--- config.mk ---
export PLATFORM = sky130hd
export DESIGN_NAME = mem_wb_stage
export DESIGN_NICKNAME = d
export VERILOG_FILES = /design/src/rtl/mem_wb_stage.sv
export SDC_FILE = /design/constraint.sdc
export NUM_CORES = 1
export LEC_CHECK = 0
export BUFFER_PORTS_ARGS = -buffer_cell sky130_fd_sc_hd__buf_2
export CORE_AREA = 2 2 83 85
export DETAILED_ROUTE_END_ITERATION = 12
export DIE_AREA = 0 0 85 87
export MAX_ROUTING_LAYER = met4
export PLACE_DENSITY = 0.85
export SLEW_MARGIN = 25
export SYNTH_ARGS = -nofsm -noshare
export SYNTH_HDL_FRONTEND = slang
export SYNTH_SLANG_ARGS = --single-unit
--- constraint.sdc ---
create_clock -name clk -period 1 [get_ports clk]
set_input_delay 0.15 -clock clk [delete_from_list [all_inputs] [get_ports clk]]
set_output_delay 0.15 -clock clk [all_outputs]
set_load 0.01 [all_outputs]
--- src/rtl/mem_wb_stage.sv ---
`default_nettype none
// +----------------------------------------------------------------------------+
// | Module      : mem_wb_stage                                                 |
// | Description : MEM/WB pipeline buffer plus write-back select. Drives the     |
// |               register file's low and high write ports and a forwarding    |
// |               qualifier for the hazard unit. Supports stall (hold) and     |
// |               flush (bubble).                                              |
// |               Optional macro RETIRE_CNT_EN adds a 32-bit retired-write     |
// |               counter on retire_cnt_out; otherwise the port is tied to 0.  |
// | Revision    : 1.0 - initial release                                        |
// +----------------------------------------------------------------------------+
module mem_wb_stage #(
  parameter int DATA_W = 16,
  parameter int REG_AW = 3
) (
  input  logic              clk,
  input  logic              reset,
  input  logic              stall_in,
  input  logic              flush_in,
  input  logic [REG_AW-1:0] Rdst1_in,
  input  logic [DATA_W-1:0] Rdst1_val_in,
  input  logic [REG_AW-1:0] Rdst2_in,
  input  logic [DATA_W-1:0] Rdst2_val_in,
  input  logic              reglow_write_in,
  input  logic              reghigh_write_in,
  input  logic              memToReg_in,
  input  logic [DATA_W-1:0] Data_in,
  output logic              wb_low_en_out,
  output logic [REG_AW-1:0] wb_low_addr_out,
  output logic [DATA_W-1:0] wb_low_data_out,
  output logic              wb_high_en_out,
  output logic [REG_AW-1:0] wb_high_addr_out,
  output logic [DATA_W-1:0] wb_high_data_out,
  output logic              fwd_valid_out,
  output logic [31:0]       retire_cnt_out
);

  logic              r_low_en;
  logic              r_high_en;
  logic              r_mem_to_reg;
  logic [REG_AW-1:0] r_rdst1;
  logic [REG_AW-1:0] r_rdst2;
  logic [DATA_W-1:0] r_rdst1_val;
  logic [DATA_W-1:0] r_rdst2_val;
  logic [DATA_W-1:0] r_data;
  logic              w_conflict;
  logic              w_high_en;

  // Pipeline buffer: reset and flush both load an all-zero bubble, stall holds.
  always_ff @(posedge clk) begin
    if (reset || flush_in) begin
      r_low_en     <= 1'b0;
      r_high_en    <= 1'b0;
      r_mem_to_reg <= 1'b0;
      r_rdst1      <= '0;
      r_rdst2      <= '0;
      r_rdst1_val  <= '0;
      r_rdst2_val  <= '0;
      r_data       <= '0;
    end else if (!stall_in) begin
      r_low_en     <= reglow_write_in;
      r_high_en    <= reghigh_write_in;
      r_mem_to_reg <= memToReg_in;
      r_rdst1      <= Rdst1_in;
      r_rdst2      <= Rdst2_in;
      r_rdst1_val  <= Rdst1_val_in;
      r_rdst2_val  <= Rdst2_val_in;
      r_data       <= Data_in;
    end
  end

  // When both ports target the same register the low write wins.
  assign w_conflict = r_low_en & r_high_en & (r_rdst1 == r_rdst2);
  assign w_high_en  = r_high_en & ~w_conflict;

  assign wb_low_en_out    = r_low_en;
  assign wb_low_addr_out  = r_rdst1;
  assign wb_low_data_out  = r_mem_to_reg ? r_data : r_rdst1_val;
  assign wb_high_en_out   = w_high_en;
  assign wb_high_addr_out = r_rdst2;
  assign wb_high_data_out = r_rdst2_val;
  assign fwd_valid_out    = r_low_en | w_high_en;

`ifdef RETIRE_CNT_EN
  logic [31:0] r_retire_cnt;

  // Count every write-carrying transaction actually accepted into the buffer.
  always_ff @(posedge clk) begin
    if (reset) begin
      r_retire_cnt <= '0;
    end else if (!flush_in && !stall_in && (reglow_write_in || reghigh_write_in)) begin
      r_retire_cnt <= r_retire_cnt + 32'd1;
    end
  end

  assign retire_cnt_out = r_retire_cnt;
`else
  assign retire_cnt_out = '0;
`endif

endmodule
`default_nettype wire

; ---- Yosys cells after proc, flatten, opt, wreduce, memory -nomap -nowiden
; Cells that the tools add are included.
[totals]
reg_bits = 57
inputBits = 61
out_inout_bits = 73
word_cells = 16
[op_classes]
n_eq_ne = 1
n_mux = 1
bitwise_logic = 5
reduce_logical = 1
[ops]
columns = cell, n
row1 = 16-bit 2-to-1 mux, 1
row2 = 1-bit bitwise AND, 3
row3 = 3-bit == test, 1
row4 = 1-bit logical OR, 1
row5 = 1-bit inverter, 1
row6 = 1-bit bitwise OR, 1

; ---- Longest topological paths before layout
[depth]
depth_word = 5
depth_mapped = 5
depth_no_buf = 2

; ---- Worst setup path after synthesis
; Ideal clock, no wire load.
[synth_timing]
path_type = flip-flop to output port
startpoint = register r_mem_to_reg
endpoint = output wb_low_data_out[10]
arrival_ps = 966
required_ps = 850
setup_slack_ps = -116
path_stages_with_launch = 4
n_path_buf = 2
path_cell_list = dfxtp_1 > buf_2 > buf_6 > mux2_2
[synth_via]
elab_chain_cells = 1
[synth_rtl]
columns = item, line_no
row1 = start: declaration, 40  ; logic r_mem_to_reg;
row2 = start signal: assignment, 63  ; r_mem_to_reg <= memToReg_in;
row3 = 16-bit 2-to-1 mux, 78  ; assign wb_low_data_out = r_mem_to_reg ? r_data : r_rdst1_val;
row4 = end: declaration, 30  ; output logic [DATA_W-1:0] wb_low_data_out,
; No other way between the ends.

; ---- Worst setup path after layout
[layout_timing]
startpoint = register r_mem_to_reg
endpoint = output wb_low_data_out[1]
; The elaborated chain is that of the path after synthesis.

==> results.md <==
* Ys Warns at 0
* DP HPWL at 3670 µm
* F_max at 0.702 GHz
* R2r endpoint: wb_high_addr_out[0]
* Violated checks: setup timing
* Antenna cells at 0
* Final hold vios at 0
* Min-Delay Path Depth at 3
* Filler cell count at 586
* Seq pwr share at 46.2%
* Crit-path cells: buf_12 > mux2_4 > buf_6
* Internal power at 0.00397 W
* Routed len/inst at 12.3 µm
* Fraction of layout cells with a size suffix above 1 at 44.2%
* Post-Route WL at 5320 µm
* RSZ-0062 raised after global routing: yes
* Clk slew on worst S/H paths at 0.07 ns
* Num rows at 30
* Core ar. at 0.00657 mm²
* Fin crit share at 143%
* Slowest cell delay on critical path at 0.38 ns
* Final setup viols at 20
* CP Max Fanout at 7
* Hold endpoint: wb_low_en_out
* Routability cong. at 0.767
* Post-DRT Antenna Nets at 0
* Worst setup EP type: output port
* Final #Nets at 408
* CTS Hold Bufs at 0
* HP Class: input pin to register
* Starting Density at 39.2%
* Post-Synthesis Cell Area at 0.00258 mm²
* Vias per cell at 4.37
* PD cells at 1500 mW/mm²
* Reg-to-reg startpoint: wb_high_addr_out[0]
* Port Buf Inserts at 101
* Mapped Avg Cell Area at 10.6 µm²
* Worst path slowest cell: dfxtp_4
* P_leak at 1.75 nW
* # H-tree levels at 3
* Most frequent cells in the layout: buf_2, mux2i_1, nor2_1
* Gate power share at 13.0%
* Reg-to-reg slack, setup at 0.14 ns
* Sink Count at 57
* Worst EP required at 0.85 ns
* Vias post-DR at 1,885
* TritonCTS Buffers at 9
* Status: complete, but fails checks
* DRT iter0 DRCs at 38
* CP Class: register to output port
* Drt drc at 0
* Clock share of power at 40.8%
* Sw frac at 23.4%
* Total gr overflow at 0
* Min setup slack post-route at -0.425 ns
* Worst Path Arrival at 1.28 ns
* Largest net degree at the start of global routing at 58
* Max Clock Skew at 0 ns
* Max_cap viols at 0
* Switching pwr at 0.00121 W
* Worst-skew pair later-pin latency at 0.32 ns
* WP buf/inv at 2
* Die Width at 85 µm
* First-pass GRT wire length at 8520 µm
* CP Launch Type: register
* Root buf cell: clkbuf_8
* Setup_tns at -7.20 ns
* Tmin final at 1.43 ns
* Slew Limit Fails at 0
* Mapped Cells at 242
* IO Count at 134
* CTS tree: yes
* Initial antenna violation count at 0
* Most common cell after layout, fill and taps aside: buf_2
* Cell family with most CP delay: flip-flops
* Drt first pass iters at 4
* Vias in the first global route at 1,876
* All-Layer GR Usage at 15.1%
* Layout area overhead at 34.2%
* Final hold slack at 0.0521 ns
* Synthesized flop and latch total at 57
* Die ar. at 0.00740 mm²
* Peak VDD IR at 760 µV
* Distinct cells, synth at 15
* Sequential area share after synthesis at 44.3%
* Clock Tree Buf Depth at 2
* R2R cell count at 4
* HP Start: reglow_write_in
* Chip height at 87 µm
## worst min-delay path: cells and delay by family
kind	cells	cell delay [ns]
multiplexers	1	0.05
AND/OR/NAND/NOR	1	0.07
buffers and inverters	1	0.08
## per-layer routing
metal	global-route usage, %	vias to the layer above	wire length (µm)
met4	4.62	0	55
met3	6.26	7	394
met5	-	-	0
met2	25.4	70	2710
met1	16.3	868	2150
li1	-	940	-
## how the worst max path moves through the flow
stage | start | end | depth (start not counted)
5_1_grt | r_mem_to_reg | wb_low_data_out[13] | 3
6_report | r_mem_to_reg | wb_low_data_out[1] | 3
4_1_cts | r_mem_to_reg | wb_low_data_out[0] | 3
3_3_place_gp | r_mem_to_reg | wb_low_data_out[13] | 3
3_5_place_dp | r_mem_to_reg | wb_low_data_out[0] | 3
2_1_floorplan | r_mem_to_reg | wb_low_data_out[10] | 3
## cells by family (layout without fill, tap and decap cells)
kind of cell    after synthesis  in the layout  synth area share (%)
mux                          73             73                  29.1
simple gates                 59             59                  8.79
flops                        57             57                  44.3
buf+inv                      48            126                  16.3
xor+xnor                      3              3                  1.02
other cells                   1             32                 0.146
compound gates                1              1                 0.340
## power by group through the flow
| stage | registers, W | clock network (W) | logic (W) |
|---|---|---|---|
| final | 0.00239 | 0.00211 | 0.000673 |
| after global routing | 0.00240 | 0.00229 | 0.000740 |
| after CTS | 0.00239 | 0.00219 | 0.000669 |
| after detailed placement | 0.00244 | 0 | 0.000611 |
| after global placement | 0.00244 | 0 | 0.000596 |
| after floorplan | 0.00244 | 0 | 0.000509 |
## metrics by stage
step           power [W]  area [µm²]  std cells  util [%]  setup slack [ns]
3_5_place_dp     0.00305        3030        413      46.1            -0.151
6_report         0.00518        3460        431      52.6            -0.425
4_1_cts          0.00525        3420        430      52.0            -0.455
5_1_grt          0.00543        3460        431      52.6            -0.476
2_1_floorplan    0.00295        2740        273         -           -0.0292
3_3_place_gp     0.00303        3030        413      46.1            -0.122
## layout make-up
type / instances / area (µm²) / share of cell area, %
Clock buffer: 12 / 155 / 4.49
Clock inverter: 3 / 40.0 / 1.16
Inverter: 1 / 3.75 / 0.109
Multi-Input combinational cell: 168 / 1220 / 35.2
Sequential cell: 57 / 1160 / 33.6
Tap cell: 80 / 100 / 2.89
Timing Repair Buffer: 110 / 781 / 22.6
## what timing repair did
item	4_1_cts	5_1_grt
resized for setup	40	8
setup buffers	2	2
setup endpoints to repair	23	24
pin swaps	2	2
## cells in the mapped netlist
| cell | number | area, µm² |
|---|---|---|
| a41oi_1 | 1 | 8.76 |
| buf_12 | 4 | 80.1 |
| buf_2 | 1 | 5.00 |
| buf_4 | 34 | 255 |
| buf_6 | 6 | 67.6 |
| clkbuf_1 | 2 | 7.51 |
| conb_1 | 1 | 3.75 |
| dfxtp_1 | 57 | 1140 |
| inv_1 | 1 | 3.75 |
| mux2_2 | 16 | 180 |
| mux2i_1 | 57 | 571 |
| nor2_1 | 57 | 214 |
| or2_1 | 1 | 6.26 |
| or2_2 | 1 | 6.26 |
| xnor2_1 | 3 | 26.3 |
(Power assumes the default switching activity.)
